[src/rtl/hurricane_timer.sv]
`default_nettype none
// ============================================================================
//  Module      : hurricane_timer
//  Description : Gear-3 ("hurricane") run-time limiter for an appliance.
//                Gear 3 may be used once per power-on session. A run lasts
//                HURRICANE_SEC seconds; a menu press during the run switches
//                to an EXTEND wind-down of EXTEND_SEC seconds that ends in
//                gear 2 instead of standby.
//  Revision    : 1.0  initial release
// ----------------------------------------------------------------------------
//  Ports
//    clk                    in   system clock
//    rst                    in   asynchronous active-high reset
//    machine_state          in   1 = appliance powered on
//    mode_state     [2:0]   in   mode code, 3'b011 = gear 3
//    menu_btn               in   single-cycle debounced menu press
//    hurricane_mode_enabled out  1 = gear 3 may be entered / held
//    return_state           out  1 = leave gear 3 to gear 2, 0 = to standby
//    remain_sec     [7:0]   out  seconds left in the active countdown
//    counting               out  1 while RUN or EXTEND is active
// ============================================================================
module hurricane_timer #(
  parameter int CLK_PER_SEC   = 100_000_000,
  parameter int HURRICANE_SEC = 60,
  parameter int EXTEND_SEC    = 60
) (
  input  logic       clk,
  input  logic       rst,
  input  logic       machine_state,
  input  logic [2:0] mode_state,
  input  logic       menu_btn,
  output logic       hurricane_mode_enabled,
  output logic       return_state,
  output logic [7:0] remain_sec,
  output logic       counting
);

  localparam int             c_PRESC_W        = (CLK_PER_SEC > 1) ? $clog2(CLK_PER_SEC) : 1;
  localparam logic [c_PRESC_W-1:0] c_TICK_AT  = c_PRESC_W'(CLK_PER_SEC - 1);
  localparam logic [c_PRESC_W-1:0] c_PRESC_ONE = c_PRESC_W'(1);
  localparam logic [2:0]     c_MODE_HURRICANE = 3'b011;
  localparam logic [7:0]     c_HURR_LOAD      = 8'(HURRICANE_SEC);
  localparam logic [7:0]     c_EXT_LOAD       = 8'(EXTEND_SEC);

  typedef enum logic [2:0] {
    S_IDLE   = 3'd0,
    S_RUN    = 3'd1,
    S_EXTEND = 3'd2,
    S_EXIT   = 3'd3,
    S_USED   = 3'd4
  } state_t;

  state_t                 r_state;
  logic [c_PRESC_W-1:0]   r_presc;

  logic w_gear3;
  logic w_tick;

  assign w_gear3 = (mode_state == c_MODE_HURRICANE);
  // The prescaler is held at zero outside RUN/EXTEND, so a tick can only
  // occur while a countdown is active.
  assign w_tick  = (r_presc == c_TICK_AT);

  always_ff @(posedge clk or posedge rst) begin
    if (rst) begin
      r_state                <= S_IDLE;
      r_presc                <= '0;
      hurricane_mode_enabled <= 1'b1;
      return_state           <= 1'b0;
      remain_sec             <= 8'd0;
      counting               <= 1'b0;
    end else if (!machine_state) begin
      // Power-off overrides everything and re-arms gear 3 for the next session.
      r_state                <= S_IDLE;
      r_presc                <= '0;
      hurricane_mode_enabled <= 1'b1;
      return_state           <= 1'b0;
      remain_sec             <= 8'd0;
      counting               <= 1'b0;
    end else begin
      case (r_state)
        S_IDLE: begin
          r_presc <= '0;
          if (w_gear3) begin
            r_state    <= S_RUN;
            remain_sec <= c_HURR_LOAD;
            counting   <= 1'b1;
          end
        end

        S_RUN, S_EXTEND: begin
          if (!w_gear3) begin
            // Gear 3 abandoned early: the session's allowance is spent.
            r_state                <= S_USED;
            r_presc                <= '0;
            hurricane_mode_enabled <= 1'b0;
            return_state           <= 1'b0;
            remain_sec             <= 8'd0;
            counting               <= 1'b0;
          end else if (r_state == S_RUN && menu_btn) begin
            // Checked ahead of the tick so a press on the final tick still
            // reaches the wind-down.
            r_state      <= S_EXTEND;
            r_presc      <= '0;
            return_state <= 1'b1;
            remain_sec   <= c_EXT_LOAD;
          end else begin
            r_presc <= w_tick ? '0 : r_presc + c_PRESC_ONE;
            if (w_tick) begin
              if (remain_sec == 8'd1) begin
                // return_state is left alone: 0 after RUN, 1 after EXTEND.
                r_state                <= S_EXIT;
                hurricane_mode_enabled <= 1'b0;
                remain_sec             <= 8'd0;
                counting               <= 1'b0;
              end else if (remain_sec != 8'd0) begin
                remain_sec <= remain_sec - 8'd1;
              end
            end
          end
        end

        S_EXIT: begin
          r_presc <= '0;
          if (!w_gear3) begin
            r_state      <= S_USED;
            return_state <= 1'b0;
          end
        end

        S_USED: begin
          r_presc <= '0;
        end

        default: begin
          r_state                <= S_IDLE;
          r_presc                <= '0;
          hurricane_mode_enabled <= 1'b1;
          return_state           <= 1'b0;
          remain_sec             <= 8'd0;
          counting               <= 1'b0;
        end
      endcase
    end
  end

endmodule
`default_nettype wire

[config.mk]
export PLATFORM = sky130hd
export DESIGN_NAME = hurricane_timer
export DESIGN_NICKNAME = d
export VERILOG_FILES = /design/src/rtl/hurricane_timer.sv
export SDC_FILE = /design/constraint.sdc
export NUM_CORES = 1
export LEC_CHECK = 0
export ABC_AREA = 1
export BUFFER_PORTS_ARGS = -buffer_cell sky130_fd_sc_hd__buf_2
export CORE_MARGIN = 2
export CORE_UTILIZATION = 40
export DETAILED_ROUTE_END_ITERATION = 8
export GPL_ROUTABILITY_DRIVEN = 0
export PLACE_DENSITY = 0.69
export SLEW_MARGIN = 20
export SYNTH_ARGS = -nofsm -noshare
export SYNTH_HDL_FRONTEND = slang
export SYNTH_SLANG_ARGS = --single-unit
[constraint.sdc]
create_clock -name clk -period 1.7 [get_ports clk]
set_input_delay 0.34 -clock clk [delete_from_list [all_inputs] [get_ports clk]]
set_output_delay 0.34 -clock clk [all_outputs]
set_load 0.05 [all_outputs]
Yosys cells after proc, flatten, opt, wreduce, memory -nomap -nowiden

Index checks and enable logic that the tools add are counted.
Widths: inputs -> output; s select.

Bits in latches: 0
Register bits: 41
Bits in writable memories: 0
Output and inout port bits: 11
ROM bits: 0
Memories: 0
Logic and storage cells: 75

Multiplexer cells: 35
Divide/modulo/power cells: 0
Equal/unequal tests: 20
Shift operators: 0
Magnitude comparators: 0
Add/sub/neg operators: 2
Reduce and logical (&&, ||, !) cells: 12
Bitwise logic cells: 0
Multipliers: 0

Operator list:

| kind                  | number |
|---|---|
| $mux 27               | 5 |
| $mux 8                | 7 |
| $add 27x1->27 const B | 1 |
| $eq 27x27->1 const B  | 1 |
| $pmux 8 s3            | 1 |
| $mux 3                | 7 |
| $ne 4x4->1 const B    | 4 |
| $pmux 3 s4            | 1 |
| $mux 1                | 11 |
| $ne 5x5->1 const B    | 2 |
| $reduce_and 5->1      | 2 |
| $eq 3x2->1 const B    | 3 |
| $eq 8x1->1 const B    | 1 |
| $ne 2x2->1 const B    | 4 |
| $reduce_and 4->1      | 2 |
| $reduce_bool 8->1     | 1 |
| $sub 8x1->8 const B   | 1 |
| $ne 3x3->1 const B    | 2 |
| $ne 6x6->1 const B    | 1 |
| $pmux 1 s3            | 2 |
| $reduce_or 2->1       | 3 |
| $eq 3x1->1 const B    | 1 |
| $eq 3x3->1 const B    | 1 |
| $logic_not 3->1       | 1 |
| 4 further kinds       | 4 |

Logic depth before layout (Yosys ltp)

Word-level depth: 8
Mapped depth: 11
Gate-level depth less buffers: 11

Least setup slack after synthesis

OpenSTA, ideal clock, no wires.

Path type: register to register
Start: register remain_sec[1]
End: register remain_sec[0]
Path buffers: 0
Required time: 1.575 ns
Setup slack: -0.068 ns
Data arrival time: 1.644 ns
Period minus slack after synthesis: 1.768 ns
Stages on the path, launching flop included: 11
Cell sequence: dfrtp_1 inv_1 ha_1 nand2_1 nor2_2 nor2_1 nand3_2 nand2_1 nor2_4 nand2_1 o21ai_1

Longest elaborated chain between the ends: 7
Elaborated cells on any way between the ends: 10
Those cells by class: eq/ne (2); mux (6); reduce/logical (2)

RTL lines:

| what                     | RTL line | source |
|---|---|---|
| start: declaration       | 34       | `output logic [7:0] remain_sec,` |
| start signal: assignment | 86       | `remain_sec <= c_HURR_LOAD;` |
| start signal: assignment | 106      | `remain_sec <= c_EXT_LOAD;` |
| start signal: assignment | 117      | `remain_sec <= remain_sec - 8'd1;` |
| $eq 8x1->1               | 110      | `if (remain_sec == 8'd1) begin` |
| $mux 8                   | 110      |  |
| $mux 8                   | 109      | `if (w_tick) begin` |
| $mux 8                   | 100      | `end else if (r_state == S_RUN && menu_btn) begin` |
| $mux 8                   | 92       | `if (!w_gear3) begin` |
| $pmux 8 s3               | 81       | `case (r_state)` |
| $mux 8                   | 72       | `end else if (!machine_state) begin` |

Several ways; a longest one is shown, not always the timed one. The select of a mux whose other input is x is not followed.
A chain may end at the register's enable or synchronous reset.

Final worst setup path

Start: register r_presc[0]
End: register remain_sec[1]

Longest elaborated chain between the ends: 3

RTL lines:

| what                       | RTL line | source |
|---|---|---|
| start: declaration         | 54       | `logic [c_PRESC_W-1:0] r_presc;` |
| start signal: assignment   | 108      | `r_presc <= w_tick ? '0 : r_presc + c_PRESC_ONE;` |
| $eq 27x27->1               | 62       | `assign w_tick = (r_presc == c_TICK_AT);` |
| $ne 5x5->1 (no line)       | --       |  |
| $reduce_and 4->1 (no line) | --       |  |

No other way between the ends.

==> results <==
- The flow ran to the end, and the final reports show no timing, DRC or antenna violations.
- After detailed placement, the total cell area comes to roughly 3000 µm².
- The final-report hold violation count is 0.
- The launching point of the worst reg2reg path is r_presc[0].
- The share of the synthesized area in the top cell type is just under 40%.
- The y dimension of the die is 84.2 µm.
- Cells fill 52.0% of the core in the end.
- The wire length of the first global-routing pass is approximately 11000 µm.
- STA puts the critical path data required time at 1.93 ns.
- Ranked by total cell area, the synthesized netlist is headed by dfrtp_1 (39%), nand2_1 (15%), nor2_1 (9.0%).
- The sequential fraction of the synthesis area is 39.9%.
- Yosys instantiated no cell more often than nand2_1.
- Data arrives at the worst endpoint at 1.88 ns.
- CTS built an H-tree with a depth of 2.
- The clock net sink count is 41.
- The via count of the first global-routing pass was 2394.
- The remaining max-slew budget at the tightest pin is 74.8%.
- Entering global routing, the biggest net connects 42 pins.
- Setup repair after global routing could not meet its margin everywhere.
- The clock reaches the later pin of the worst-skew pair after about 0.3 ns.
- In the synthesized netlist the async set-or-reset flop fraction comes to 100%.
- The worst hold-check path type is input pin to async pin.
- The total count of max-transition violations in the final report is 0.
- The TritonCTS clock tree is done.
- The overall die width is around 84 µm.
- The antenna diode count is 0.
- The number of clock buffers inserted by TritonCTS is 5.
- In the finished design, the share of the clock period the worst path needs comes to 97.5%.
- The total number of yosys warnings is 0.
- The area of the die is 7090 µm².
- Summing all non-filler instances in the final layout gives an area of between 3000 and 4000 µm².
- During I/O placement, the number of pins put on the boundary was 18.
- From synthesis to final layout, the design area changed by 26.9%.
- Setup violations remaining at the end of the flow were counted as 0.
- The clock transition at the registers of the reported paths is ~0.09 ns.
- The worst setup path is launched from a register.
- On the final layout, the worst clock skew is between 0.007 and 0.008 ns.
- The post-route netlist has a little over a quarter of its cells at a drive strength greater than 1.
- The number of standard cells after synthesis is ~370.
- The power density over the cells is ~780 nW/µm².
- No sink is reached through more buffers than the 2 on the longest clock path.
- The first detailed-routing pass took 4 iterations.
- The maximum resistive drop on vdd is roughly 0.00053 V.
- The total area inside the core boundary comes to 6280 µm².
- The post-synth net total is 380.
- Counting I/O delays and the setup requirement, the final critical path takes around 1.7 ns.
- The critical path start-end classification is register to register.
- The worst-case reg-to-reg path depth is 12.
- The worst setup path is captured at a register.
- For this run, the top clock speed supported by timing is 604 MHz.
- In the final routed layout, each cell accounts on average for roughly 12 µm.
- The average vias per placed instance is just over 5.
- The number of routed nets with antenna violations is 0.
- Once the floorplan was initialized, standard cells occupied between 40% and 50% of the core.
- Summed over all layers, the routed wires come to 6190 µm.
- The number of antenna violations at the first check in global routing is 0.
- CTS placed an instance of clkbuf_8 at the clock tree root.
- The first routing iteration left about 120 violations.
- After synthesis, the netlist uses 30 different library cells.
- The measured slew at the worst slew-check pin is ~0.38 ns.
- Along the worst path, the maximum fanout reaches 7.
- After synthesis the netlist holds a flip-flop and latch count of roughly 40.
- Summed over all layers, the global routing overflow is 0.
- The routed layout has 2556 vias.
- The largest area contributor in the synthesized netlist is dfrtp_1.
- The summed instance area of the synthesized netlist is ~2600 µm².
- Dividing the synthesized area by the synthesized cell count gives roughly 7 µm².
- The number of rows created at floorplan is 29.
- For this run, design rule violations remaining after detail routing come to 0.
- The HPWL reported at the end of detailed placement is 4430 µm.
- For this run, the leading register cell type out of synthesis is dfrtp_1.
- The post-layout net count is roughly 440.
- Setup slack on the worst reg-to-reg path comes out at ~0.043 ns.
- The synthesized design contains 0 enable-type register cells.
- Summed over all cells, the static leakage comes to around 1.5 nW.
- The port buffer count is 17.
- Across every metal layer, demand over resource in global routing totals around 18%.
- The layout has around 610 filler cells.
- In this run the critical register-to-register path is captured at remain_sec[1].
- The commonest cells after synthesis are nand2_1 (100), nor2_1 (62), dfrtp_1 (40), inv_1 (40), nand3_1 (27).
- Across the run, the number of max-cap violations was 0.
[metrics by stage]
step           hold WS (ns)  setup WS, ns  setup TNS [ns]  power [mW]  std cells
6_report             0.0735        0.0433               0        2.54        505
4_1_cts              0.0804        0.0172               0        2.51        498
5_1_grt               0.122       -0.0854          -0.551        2.69        505
3_3_place_gp          0.414      -0.00502        -0.00502        1.68        490
2_1_floorplan         0.462        0.0131               0        1.53        369
3_5_place_dp          0.416       -0.0109         -0.0109        1.69        490
[cell type report]
class / instances / area, µm² / area share [%]
clock buffer: 5 / 68.8 / 2.11
tap: 77 / 96.3 / 2.95
timing repair buffer: 53 / 384 / 11.8
sequential: 41 / 1030 / 31.7
clock inverter: 3 / 46.3 / 1.42
inverter: 46 / 173 / 5.29
multi-input combinational: 280 / 1460 / 44.8
[layout by cell type, fill, tap and decap left out, types with 2 or more instances in the layout]
| master | Yosys | routed |
|---|---|---|
| nand2_1 | 100 | 99 |
| nor2_1 | 62 | 51 |
| inv_1 | 40 | 39 |
| dfrtp_1 | 40 | 34 |
| buf_4 | 0 | 33 |
| nand3_1 | 27 | 24 |
| buf_2 | 2 | 17 |
| a21oi_1 | 14 | 14 |
| nor2_2 | 5 | 13 |
| o21ai_1 | 10 | 12 |
| nor3_1 | 14 | 11 |
| nor2_4 | 5 | 8 |
| inv_2 | 6 | 7 |
| o21ai_0 | 10 | 7 |
| nand4_1 | 6 | 6 |
| nand3_2 | 4 | 6 |
| dfrtp_2 | 0 | 6 |
| clkbuf_8 | 0 | 5 |
| nor3_2 | 1 | 4 |
| xnor2_1 | 4 | 4 |
| xor2_1 | 4 | 4 |
| nand3_4 | 1 | 3 |
| ha_1 | 4 | 3 |
| buf_12 | 0 | 2 |
[routing by layer]
layer | GRT usage, % | routed length (µm) | vias to the layer above
met5 | 0 | 0 | -
met4 | 7.77 | 136 | 0
met3 | 3.34 | 272 | 17
met2 | 30.7 | 3120 | 72
met1 | 22.3 | 2660 | 1167
li1 | - | - | 1300
[state kept, by name, summed over array words and instances (netlist names)]
signal	cells
hurricane_mode_enabled	1
counting	1
r_state	3
return_state	1
r_presc	27
remain_sec	8
[worst max path at each step]
| stage | startpoint | to | cells past startpoint |
|---|---|---|---|
| after global placement | mode_state[1] | r_presc[11] | 10 |
| final | r_presc[0] | remain_sec[1] | 12 |
| after global routing | r_presc[0] | remain_sec[1] | 12 |
| after detailed placement | mode_state[0] | r_presc[11] | 10 |
| after floorplan | remain_sec[3] | remain_sec[2] | 9 |
| after CTS | r_presc[0] | r_state[1] | 12 |
[report_power, final]
part           internal [mW]  switching [mW]
registers               1.02          0.0531
clock network          0.440           0.377
logic                  0.220           0.429
total                   1.68           0.859
[critical path: stages, from the launching register on]
cell     delay [ns]
dfrtp_1        0.36
ha_2           0.19
nand3_2        0.10
nor2_4         0.14
inv_2          0.06
nor2_4         0.10
inv_2          0.06
nor2_4         0.09
nor2_4         0.05
buf_6          0.11
nor2_4         0.15
nand2_1        0.08
o21ai_1        0.08
[cells by family (layout without fill, tap and decap cells)]
group | Yosys count | after routing | share of synthesized area (%)
adder cells (fa/ha/maj) | 4 | 4 | 1.95
buffers and inverters | 49 | 107 | 7.54
flip-flops | 41 | 41 | 39.9
XOR/XNOR | 8 | 8 | 2.72
AO/OA/AOI/OAI | 37 | 37 | 7.44
AND/OR/NAND/NOR | 230 | 231 | 40.4
[repair_timing]
item | CTS | global route
endpoints found under the setup margin | 4 | 32
resized for setup | 4 | 30
setup buffers | 0 | 6
pin swaps | 4 | 10
gates cloned | 0 | 1
hold buffers | 0 | 0
endpoints found under the hold margin | 0 | 0
No activity file was read; power rests on OpenSTA's default activity.
